--- config.mk ---
export PLATFORM = sky130hd
export DESIGN_NAME = vending_controller_flat
export DESIGN_NICKNAME = d
export VERILOG_FILES = /design/src/rtl/vending_controller_if.sv /design/src/rtl/vending_controller.sv /design/src/flat_wrapper.sv
export SDC_FILE = /design/constraint.sdc
export NUM_CORES = 1
export LEC_CHECK = 0
export CORE_UTILIZATION = 40
export CTS_CLUSTER_SIZE = 40
export DETAILED_ROUTE_END_ITERATION = 12
export SETUP_SLACK_MARGIN = 0.1
export SLEW_MARGIN = 0
export SYNTH_ARGS = -nofsm -noshare
export SYNTH_HDL_FRONTEND = slang
export SYNTH_SLANG_ARGS = --single-unit
--- constraint.sdc ---
create_clock -name clock -period 4.3 [get_ports clock]
set_input_delay 0.86 -clock clock [delete_from_list [all_inputs] [get_ports clock]]
set_output_delay 0.86 -clock clock [all_outputs]
set_load 0.02 [all_outputs]
--- src/rtl/vending_controller_if.sv ---
// Signal bundle between the vending sequencer and its surroundings:
// the coin path, the keypad, the dispenser and the coin-return actuator.
interface vending_controller_if #(
  parameter int CREDIT_W = 8
);
  logic                coin_valid;
  logic [3:0]          amount;
  logic                select_valid;
  logic [1:0]          product_id;
  logic                cancel;
  logic                dispense_ack;
  logic                change_ack;
  logic [CREDIT_W-1:0] credit;
  logic                coin_reject;
  logic                insufficient;
  logic                dispense_valid;
  logic [1:0]          dispense_id;
  logic                change_valid;
  logic [CREDIT_W-1:0] change_amount;
  logic                busy;

  // Both output handshakes use valid/ready semantics: the valid is held and its
  // payload kept stable until the cycle the ack is high; an ack without a
  // valid does nothing.
  modport master (
    output coin_valid, amount, select_valid, product_id, cancel,
           dispense_ack, change_ack,
    input  credit, coin_reject, insufficient, dispense_valid, dispense_id,
           change_valid, change_amount, busy
  );

  modport slave (
    input  coin_valid, amount, select_valid, product_id, cancel,
           dispense_ack, change_ack,
    output credit, coin_reject, insufficient, dispense_valid, dispense_id,
           change_valid, change_amount, busy
  );
endinterface

--- src/rtl/vending_controller.sv ---
// Vending machine sequencer: accumulates coin credit, checks a selection
// against the price table, then runs the dispense and change handshakes.
module vending_controller #(
  parameter int CREDIT_W   = 8,
  parameter int MAX_CREDIT = 60,
  parameter int PRICE0     = 5,
  parameter int PRICE1     = 8,
  parameter int PRICE2     = 12,
  parameter int PRICE3     = 15
) (
  input  logic                 clock,
  input  logic                 reset,
  vending_controller_if.slave  bus,
  output logic [2:0]           o_state_dbg
);

  typedef enum logic [2:0] {
    S_IDLE     = 3'd0,
    S_COLLECT  = 3'd1,
    S_CHECK    = 3'd2,
    S_DISPENSE = 3'd3,
    S_CHANGE   = 3'd4
  } state_t;

  localparam logic [CREDIT_W:0]   MAX_W = (CREDIT_W+1)'(MAX_CREDIT);
  localparam logic [CREDIT_W-1:0] P0    = CREDIT_W'(PRICE0);
  localparam logic [CREDIT_W-1:0] P1    = CREDIT_W'(PRICE1);
  localparam logic [CREDIT_W-1:0] P2    = CREDIT_W'(PRICE2);
  localparam logic [CREDIT_W-1:0] P3    = CREDIT_W'(PRICE3);

  state_t              r_state, w_state;
  logic [CREDIT_W-1:0] r_credit, w_credit;
  logic [1:0]          r_prod, w_prod;
  logic                r_coin_reject, w_coin_reject;
  logic                r_insufficient, w_insufficient;
  logic                r_dv, w_dv;
  logic [1:0]          r_did, w_did;
  logic                r_cv, w_cv;
  logic [CREDIT_W-1:0] r_camt, w_camt;
  logic [CREDIT_W:0]   w_sum;
  logic [CREDIT_W-1:0] w_price;

  // One bit wider than the credit so an oversized coin cannot wrap past the limit.
  assign w_sum = {1'b0, r_credit} + {{(CREDIT_W-3){1'b0}}, bus.amount};

  always_comb begin
    case (r_prod)
      2'd0:    w_price = P0;
      2'd1:    w_price = P1;
      2'd2:    w_price = P2;
      default: w_price = P3;
    endcase
  end

  always_comb begin
    w_state        = r_state;
    w_credit       = r_credit;
    w_prod         = r_prod;
    w_coin_reject  = 1'b0;
    w_insufficient = 1'b0;
    w_dv           = r_dv;
    w_did          = r_did;
    w_cv           = r_cv;
    w_camt         = r_camt;
    case (r_state)
      S_IDLE: begin
        w_insufficient = bus.select_valid;
        if (bus.coin_valid && bus.amount != 4'd0) begin
          w_credit = {{(CREDIT_W-4){1'b0}}, bus.amount};
          w_state  = S_COLLECT;
        end
      end
      S_COLLECT: begin
        // A coin loses to a simultaneous cancel or selection and is refused.
        if (bus.cancel) begin
          w_coin_reject = bus.coin_valid;
          if (r_credit != '0) begin
            w_camt  = r_credit;
            w_cv    = 1'b1;
            w_state = S_CHANGE;
          end else begin
            w_state = S_IDLE;
          end
        end else if (bus.select_valid) begin
          w_coin_reject = bus.coin_valid;
          w_prod        = bus.product_id;
          w_state       = S_CHECK;
        end else if (bus.coin_valid) begin
          if (w_sum <= MAX_W) w_credit = w_sum[CREDIT_W-1:0];
          else                w_coin_reject = 1'b1;
        end
      end
      S_CHECK: begin
        w_coin_reject = bus.coin_valid;
        if (r_credit >= w_price) begin
          w_credit = r_credit - w_price;
          w_did    = r_prod;
          w_dv     = 1'b1;
          w_state  = S_DISPENSE;
        end else begin
          w_insufficient = 1'b1;
          w_state        = S_COLLECT;
        end
      end
      S_DISPENSE: begin
        w_coin_reject = bus.coin_valid;
        if (bus.dispense_ack) begin
          w_dv = 1'b0;
          if (r_credit != '0) begin
            w_camt  = r_credit;
            w_cv    = 1'b1;
            w_state = S_CHANGE;
          end else begin
            w_state = S_IDLE;
          end
        end
      end
      S_CHANGE: begin
        w_coin_reject = bus.coin_valid;
        if (bus.change_ack) begin
          w_cv     = 1'b0;
          w_credit = '0;
          w_camt   = '0;
          w_state  = S_IDLE;
        end
      end
      default: w_state = S_IDLE;
    endcase
  end

  always_ff @(posedge clock) begin
    if (reset) begin
      r_state        <= S_IDLE;
      r_credit       <= '0;
      r_prod         <= 2'd0;
      r_coin_reject  <= 1'b0;
      r_insufficient <= 1'b0;
      r_dv           <= 1'b0;
      r_did          <= 2'd0;
      r_cv           <= 1'b0;
      r_camt         <= '0;
    end else begin
      r_state        <= w_state;
      r_credit       <= w_credit;
      r_prod         <= w_prod;
      r_coin_reject  <= w_coin_reject;
      r_insufficient <= w_insufficient;
      r_dv           <= w_dv;
      r_did          <= w_did;
      r_cv           <= w_cv;
      r_camt         <= w_camt;
    end
  end

  assign bus.credit         = r_credit;
  assign bus.coin_reject    = r_coin_reject;
  assign bus.insufficient   = r_insufficient;
  assign bus.dispense_valid = r_dv;
  assign bus.dispense_id    = r_did;
  assign bus.change_valid   = r_cv;
  assign bus.change_amount  = r_camt;
  assign bus.busy           = (r_state == S_CHECK) || (r_state == S_DISPENSE) ||
                              (r_state == S_CHANGE);
  assign o_state_dbg        = r_state;

endmodule

--- src/flat_wrapper.sv ---
// flat-port wrapper written by rule: the top's interface ports become plain ports
module vending_controller_flat 
#(
  parameter int CREDIT_W   = 8,
  parameter int MAX_CREDIT = 60,
  parameter int PRICE0     = 5,
  parameter int PRICE1     = 8,
  parameter int PRICE2     = 12,
  parameter int PRICE3     = 15
)
  (clock, reset, o_state_dbg, bus_coin_valid, bus_amount, bus_select_valid, bus_product_id, bus_cancel, bus_dispense_ack, bus_change_ack, bus_credit, bus_coin_reject, bus_insufficient, bus_dispense_valid, bus_dispense_id, bus_change_valid, bus_change_amount, bus_busy);
  vending_controller_if #(.CREDIT_W(CREDIT_W)) bus_i ();
  input  logic clock;
  input  logic reset;
  output logic [2:0] o_state_dbg;
  input wire logic [$bits(bus_i.coin_valid)-1:0] bus_coin_valid;
  input wire logic [$bits(bus_i.amount)-1:0] bus_amount;
  input wire logic [$bits(bus_i.select_valid)-1:0] bus_select_valid;
  input wire logic [$bits(bus_i.product_id)-1:0] bus_product_id;
  input wire logic [$bits(bus_i.cancel)-1:0] bus_cancel;
  input wire logic [$bits(bus_i.dispense_ack)-1:0] bus_dispense_ack;
  input wire logic [$bits(bus_i.change_ack)-1:0] bus_change_ack;
  output wire logic [$bits(bus_i.credit)-1:0] bus_credit;
  output wire logic [$bits(bus_i.coin_reject)-1:0] bus_coin_reject;
  output wire logic [$bits(bus_i.insufficient)-1:0] bus_insufficient;
  output wire logic [$bits(bus_i.dispense_valid)-1:0] bus_dispense_valid;
  output wire logic [$bits(bus_i.dispense_id)-1:0] bus_dispense_id;
  output wire logic [$bits(bus_i.change_valid)-1:0] bus_change_valid;
  output wire logic [$bits(bus_i.change_amount)-1:0] bus_change_amount;
  output wire logic [$bits(bus_i.busy)-1:0] bus_busy;
  assign bus_i.coin_valid = bus_coin_valid;
  assign bus_i.amount = bus_amount;
  assign bus_i.select_valid = bus_select_valid;
  assign bus_i.product_id = bus_product_id;
  assign bus_i.cancel = bus_cancel;
  assign bus_i.dispense_ack = bus_dispense_ack;
  assign bus_i.change_ack = bus_change_ack;
  assign bus_credit = bus_i.credit;
  assign bus_coin_reject = bus_i.coin_reject;
  assign bus_insufficient = bus_i.insufficient;
  assign bus_dispense_valid = bus_i.dispense_valid;
  assign bus_dispense_id = bus_i.dispense_id;
  assign bus_change_valid = bus_i.change_valid;
  assign bus_change_amount = bus_i.change_amount;
  assign bus_busy = bus_i.busy;
  vending_controller #(.CREDIT_W(CREDIT_W), .MAX_CREDIT(MAX_CREDIT), .PRICE0(PRICE0), .PRICE1(PRICE1), .PRICE2(PRICE2), .PRICE3(PRICE3)) u_core (.clock(clock), .reset(reset), .bus(bus_i), .o_state_dbg(o_state_dbg));
endmodule
==> summary.txt, run 1 <==
Run status
  – Status: finished, final reports clean

Timing
  – Max Clock Freq: 0.309 GHz
  – Worst Max-Slew Pin Slew: 724 ps
  – Final Hold Fails: 0
  – Max-slew violation count: 0
  – Setup violators final: 0
  – RSZ-0062 raised after global routing: false
  – Worst rel slew slack: 51.7%
  – Final worst path period share: 75.2%
  – Post-route setup TNS: 0 ps
  – Clk_skew: 9.90 ps
  – Minimum clock period: 3230 ps

Finish
  – Layout cells sized above 1: 7.19%
  – Synth-to-Final Area Change: 23.1%
  – N_diodes: 0
  – Layout net count: 305
  – Final Util: 51.5%
  – Fill cell count: 485
  – Final cell count without fillers: 345
  – Post-Layout Inst Area: 2470 µm²

Clocking
  – Clk buf depth: 2
  – Total CTS buffers: 3
  – Post-CTS setup buffers: 0
  – Clk sinks: 27
  – CTS tree: done
  – CTS Root Cell: clkbuf_8
  – Cts hold-fix bufs: 0
  – Clk pin slew, worst setup/hold paths: 110 ps
  – Post-CTS Resized: 0
  – Clk Latency, worst-skew pair: 280 ps
  – H-tree depth: 1

Floorplan
  – Initial Util: 41.9%
  – IO Pins: 39
  – Die Ht: 72.8 µm
  – Row cnt: 25
  – Die width: 72.8 µm
  – Die ar.: 5290 µm²
  – Core area: 4790 µm²

Yosys
  – Share of the synthesized area in the top cell type: 27.0%
  – EDFF count, synth: 0
  – Post-synthesis adder-cell area fraction: 8.87%
  – Synthesized area: 2000 µm²
  – Post-synthesis simple-gate area fraction: 24.2%
  – Complex-gate fraction of the synthesized area: 26.0%
  – Sequential fraction of the synthesis area: 27.0%
  – Largest area contributor in the netlist: dfxtp_1
  – Synth warn: 0
  – Synth Flop Type: dfxtp_1
  – Synth top area cells: dfxtp_1 (27%), ha_1 (6.9%), nor2_1 (6.6%), mux2i_1 (5.0%), a21oi_1 (4.2%)
  – Syn Nets: 272
  – Post-synth ARST share: 0%
  – Combinational family with the most area after synthesis: compound AO/OA/AOI/OAI gates
  – Mux cell area share after synthesis: 6.50%
  – Post-synth cell types: 59
  – Post-synthesis xor/xnor area fraction: 2.19%
  – Syn avg cell area: 8.14 µm²
  – FF+latch count, synth: 27
  – Cells after Synth: 246

GRT
  – GR Util met1: 32.3%
  – Antenna violations before repair: 0
  – First-pass GRT wire length: 8980 µm
  – Met2 Use GR: 34.3%
  – GR Util All Layers: 21.9%
  – Largest net degree at the start of global routing: 28
  – Met3 layer usage reported by global route: 2.21%
  – Global routing's busiest layer: met2
  – Vias in the first global route: 1,800
  – Gr ovfl total: 0

Placement
  – Routability cong.: 0.821
  – Post-DP HPWL: 4010 µm
  – Inst Count DP: 341
  – Port Buffers: 38
  – Dpl cell area: 2420 µm²

Route
  – Aggregate routed wire length: 5310 µm
  – Starting DRT DRC Count: 156
  – Remaining antenna violation count after routing: 0
  – Routed wire per std cell: 15.4 µm
  – Via count: 1,913
  – Drt first pass iters: 4
  – DRC Markers: 0
  – Vias per inst: 5.54

Worst setup path
  – Reg2Reg Depth: 12
  – CP Capture Type: flip-flop
  – CP bufs+invs: 1
  – WP data arrival: 3410 ps
  – R2R Setup Slk: 1390 ps
  – Delay-heaviest family, CP: compound AO/OA/AOI/OAI gates
  – Max stage delay on crit path: 450 ps
  – Worst Path Max Fanout: 8
  – Reg2reg end: u_core.bus.credit[4]
  – Crit. Startpoint: bus_amount[0]
  – FF-to-FF Start: u_core.r_prod[0]
  – CP cell instances: clkdlybuf4s50_1 > ha_1 > fa_1 > a211oi_2 > nor3_1 > o21a_1 > a31oi_4 > nand3_4 > mux2_4
  – Critical Path End: u_core.bus.credit[4]
  – Crit path depth: 9
  – Req. time, crit path: 4480 ps
  – Slowest CP cell: clkdlybuf4s50_1
  – Setup Crit Path Kind: primary input to flip-flop
  – Critical Path Source Type: primary input

Power and ir drop
  – Leakage: 0.000913 µW
  – Pint: 428 µW
  – Net load switching power: 242 µW
  – Power, Total: 671 µW
  – Reg power frac: 42.1%
  – Clock network fraction of total power: 23.0%
  – Peak VDD IR: 125 µV
  – Combinational power share: 34.8%
  – Pwr dens: 272 nW/µm²
  – Switching Fraction: 36.1%

Hold path
  – Hold WC Path Type: flip-flop to flip-flop

Run
  – Max cap viols: 0
## worst min path at each step
stage                           startpoint                          end  slack (ps)  cells after the start
5_1_grt        u_core.bus.change_amount[3]  u_core.bus.change_amount[3]         510                      2
3_5_place_dp   u_core.bus.change_amount[3]  u_core.bus.change_amount[3]         480                      2
3_3_place_gp   u_core.bus.change_amount[3]  u_core.bus.change_amount[3]         480                      2
4_1_cts        u_core.bus.change_amount[3]  u_core.bus.change_amount[3]         500                      2
6_report       u_core.bus.change_amount[3]  u_core.bus.change_amount[3]         490                      2
2_1_floorplan             u_core.r_prod[1]             u_core.r_prod[1]         510                      2
## layout make-up
class | count | area [µm²] | area share (%)
clock buffers | 4 | 45.0 | 1.83
inverters | 12 | 45.0 | 1.83
multi-input cells | 195 | 1360 | 55.0
flip-flops and latches | 27 | 541 | 21.9
well taps | 67 | 83.8 | 3.40
repair buffers | 40 | 395 | 16.0
## cells in the mapped netlist, types with 2 or more instances
| library cell | instances |
|---|---|
| xor2_1 | 5 |
| ha_1 | 11 |
| nor2_1 | 35 |
| or2_2 | 2 |
| dfxtp_1 | 27 |
| o21ai_0 | 12 |
| nand2_1 | 15 |
| o21ai_1 | 2 |
| nand4_1 | 2 |
| or3b_1 | 2 |
| nor2b_1 | 2 |
| a211oi_1 | 3 |
| fa_1 | 2 |
| and2_1 | 2 |
| o211ai_1 | 3 |
| mux2_4 | 2 |
| a22oi_1 | 9 |
| or3_1 | 3 |
| inv_1 | 10 |
| nor3_1 | 5 |
| nand2b_1 | 4 |
| mux2i_1 | 10 |
| a31oi_1 | 2 |
| clkbuf_1 | 6 |
| nor4_1 | 5 |
| buf_2 | 4 |
| o21a_1 | 4 |
| nand3_1 | 5 |
| a21oi_1 | 17 |
| o32ai_1 | 3 |
| o22ai_1 | 3 |
| inv_2 | 2 |
## per-layer routing
| metal | wire (µm) | vias to the layer above |
|---|---|---|
| li1 | - | 967 |
| met1 | 2640 | 883 |
| met2 | 2340 | 59 |
| met3 | 289 | 4 |
| met4 | 45 | 0 |
| met5 | 0 | - |
## cells by family after synthesis
family / count (synthesis)
flops: 27
simple gates: 91
mux: 12
compound gates: 74
fa+ha+maj: 13
xor+xnor: 5
buf+inv: 24
## state kept, by name (all words and copies together), names as in the netlist
signal	flops
u_core.bus.credit	8
u_core.bus.change_valid	1
u_core.bus.coin_reject	1
u_core.bus.insufficient	1
u_core.r_prod	2
u_core.bus.dispense_id	2
u_core.bus.dispense_valid	1
u_core.bus.change_amount	8
u_core.o_state_dbg	3
## stage by stage
step | hold WS [ps] | setup WS [ps]
2_1_floorplan | 513 | 1420
5_1_grt | 513 | 913
3_5_place_dp | 482 | 762
6_report | 492 | 1070
3_3_place_gp | 479 | 801
4_1_cts | 499 | 1060
## cells in the final DEF, fill, tap and decap left out, drive strengths merged, types with 2 or more instances in the layout
master and n:
o211ai 3, a21oi 18, inv 12, or2 2, nand2b 4, nand2 15, and2 2, o21a 4
nand4 2, nor3 5, buf 2, mux2 2, a211oi 4, clkdlybuf4s50 38, or3b 2, o32ai 4
o22ai 3, a31oi 3, xor2 5, or3 3, nor2 35, ha 11, fa 2, nor3b 3
nor2b 2, nor4 5, dfxtp 27, clkbuf 4, mux2i 10, a22oi 9, nand3 6, o21ai 14
## power by group through the flow
stage	Clock, µW	Combinational (µW)	Sequential [µW]
after global routing	167	261	285
final	154	234	283
after global placement	0	233	288
after CTS	156	235	283
after floorplan	0	150	294
after detailed placement	0	234	289
## worst min-delay path: stages, from the launching register on
cell and delay [ps]:
dfxtp_1 320, nand2b_1 60, a221oi_1 60
Power figures use the tool's default switching activity.
==> run 2: changes to the inputs <==
==> constraint.sdc (replaced) <==
create_clock -name clock -period 3.2 [get_ports clock]
set_input_delay 0.64 -clock clock [delete_from_list [all_inputs] [get_ports clock]]
set_output_delay 0.64 -clock clock [all_outputs]
set_load 0.02 [all_outputs]
==> run 2 against run 1 <==
  * Via count decreased by 0.73%
  * Worst hold slack better by 6.2 ps
  * Non-clock buffer count rose by 5
  * Cell count is 1.4% higher
  * Sequential cell count unchanged
  * Routed wire length about the same
  * Critical path depth did not move
  * Clock-buffer cell count did not move
  * Final area increased by 1.5%
  * Clock power up 28%
  * First-iteration DRC count up 36%
  * Utilization increased by 0.78 points
==> summary.txt, run 2 (synthesized netlist as in run 1, its figures left out) <==
Route
  – Via count: 1,899
  – DRC Markers: 0
  – Drt first pass iters: 4
  – Routed wire per std cell: 15.2 µm
  – Aggregate routed wire length: 5310 µm
  – Vias per inst: 5.43
  – Remaining antenna violation count after routing: 0
  – Starting DRT DRC Count: 212

Worst setup path
  – FF-to-FF Start: u_core.r_prod[0]
  – Reg2reg end: u_core.bus.credit[2]
  – Critical Path Source Type: primary input
  – Crit. Startpoint: bus_amount[0]
  – Setup Crit Path Kind: primary input to flip-flop
  – Max stage delay on crit path: 460 ps
  – R2R Setup Slk: 420 ps
  – CP cell instances: clkdlybuf4s50_1 > ha_1 > fa_1 > a211oi_2 > nor3_1 > o21a_1 > a31oi_4 > nand3_4 > mux2_4
  – Slowest CP cell: clkdlybuf4s50_1
  – WP data arrival: 3100 ps
  – Req. time, crit path: 3370 ps
  – Reg2Reg Depth: 12
  – Worst Path Max Fanout: 6
  – CP Capture Type: flip-flop

Floorplan
  – Core area: 4790 µm²
  – Row cnt: 25
  – Initial Util: 41.9%
  – Die ar.: 5290 µm²
  – IO Pins: 39
  – Die Ht: 72.8 µm
  – Die width: 72.8 µm

Clocking
  – Post-CTS setup buffers: 0
  – Total CTS buffers: 3
  – Cts hold-fix bufs: 0
  – Clk buf depth: 2
  – CTS tree: done
  – CTS Root Cell: clkbuf_8
  – Clk Latency, worst-skew pair: 280 ps
  – Post-CTS Resized: 0
  – Clk sinks: 27
  – H-tree depth: 1
  – Clk pin slew, worst setup/hold paths: 90 ps

GRT
  – First-pass GRT wire length: 8610 µm
  – GR Util All Layers: 21.0%
  – Largest net degree at the start of global routing: 27
  – Gr ovfl total: 0
  – Antenna violations before repair: 0
  – Vias in the first global route: 1,777

Power and ir drop
  – Switching Fraction: 35.2%
  – Pint: 580 µW
  – Net load switching power: 315 µW
  – Clock network fraction of total power: 22.0%
  – Pwr dens: 358 nW/µm²
  – Leakage: 0.000940 µW
  – Peak VDD IR: 166 µV
  – Reg power frac: 42.2%
  – Combinational power share: 35.8%

Timing
  – Minimum clock period: 2930 ps
  – Clk_skew: 3.38 ps
  – Post-route setup TNS: 0 ps
  – Max Clock Freq: 0.342 GHz
  – Max-slew violation count: 0
  – Setup violators final: 0
  – Worst Max-Slew Pin Slew: 595 ps
  – Final worst path period share: 91.5%
  – RSZ-0062 raised after global routing: false
  – Worst rel slew slack: 60.0%
  – Final Hold Fails: 0

Finish
  – Layout net count: 310
  – Most frequent cells in the layout: clkdlybuf4s50_1 (38), nor2_1 (35), dfxtp_1 (27)
  – Layout cells sized above 1: 8.83%
  – Final Util: 52.3%
  – Synth-to-Final Area Change: 25.0%
  – N_diodes: 0
  – Final cell count without fillers: 350
  – Most common cell after layout, fill and taps aside: clkdlybuf4s50_1

Placement
  – Routability cong.: 0.803
  – Post-DP HPWL: 4010 µm
  – Inst Count DP: 346
  – Port Buffers: 38

Hold path
  – Hold-critical path depth: 2
  – Min-delay src: u_core.bus.change_amount[3]
  – Hold WC Path Type: flip-flop to flip-flop
  – Min-Delay Endpoint: u_core.bus.change_amount[3]

Run
  – Max cap viols: 0

Run status
  – Status: finished, final reports clean
-- run 2: cell count changes in the layout (fill, tap and decap cells not counted), sizes merged --
cell,previous run,this run
buf,2,7
-- run 2: metrics by stage --
stage                     setup WS [ps]  hold WS (ps)  instance area (µm²)  power (µW)
final                               273           498                 2500         895
after global routing                155           512                 2500         949
after CTS                           271           502                 2500         905
after detailed placement          -19.3           485                 2460         705
after global placement             14.4           481                 2460         705
after floorplan                     540           513                 2000         596
-- run 2: how the worst max path moves through the flow --
stage,slack (ps),endpoint
final,270,u_core.bus.credit[2]
after global routing,150,u_core.bus.credit[2]
after CTS,270,u_core.bus.credit[4]
after detailed placement,-20,u_core.bus.credit[4]
after global placement,10,u_core.bus.credit[4]
after floorplan,540,u_core.bus.credit[2]
-- run 2: power groups by stage --
stage	Combinational, µW	Sequential [µW]	Clock, µW
after floorplan	202	395	0
after global placement	319	386	0
after detailed placement	320	386	0
after CTS	321	378	206
after global routing	348	381	220
final	320	378	197
-- run 2: area by class of cell --
cell class                 instances  area [µm²]
sequential                        27         541
timing repair buffer              45         433
clock buffer                       4        45.0
inverter                          12        45.0
multi-input combinational        195        1360
tap                               67        83.8
fill                             501        2280
-- run 2: critical path: cells and delay by family --
family | cells | cell delay [ps]
simple gates | 2 | 250
mux | 1 | 320
fa+ha+maj | 2 | 640
compound gates | 3 | 780
buf+inv | 1 | 460
-- run 2: routing by layer --
layer	global-route usage, %	routed length (µm)	vias up
met5	0	0	-
met4	6.32	65	0
met3	1.93	302	7
met2	33.2	2300	54
met1	30.3	2640	861
li1	-	-	977
==> run 3: changes to the inputs <==
--- a/config.mk
+++ b/config.mk
@@ -9,7 +9,7 @@
 export CTS_CLUSTER_SIZE = 40
 export DETAILED_ROUTE_END_ITERATION = 12
 export SETUP_SLACK_MARGIN = 0.1
-export SLEW_MARGIN = 0
+export SLEW_MARGIN = 30
 export SYNTH_ARGS = -nofsm -noshare
 export SYNTH_HDL_FRONTEND = slang
 export SYNTH_SLANG_ARGS = --single-unit
==> results of run 3 <==
The final DEF is identical to that of run 2; final timing and power are the same.
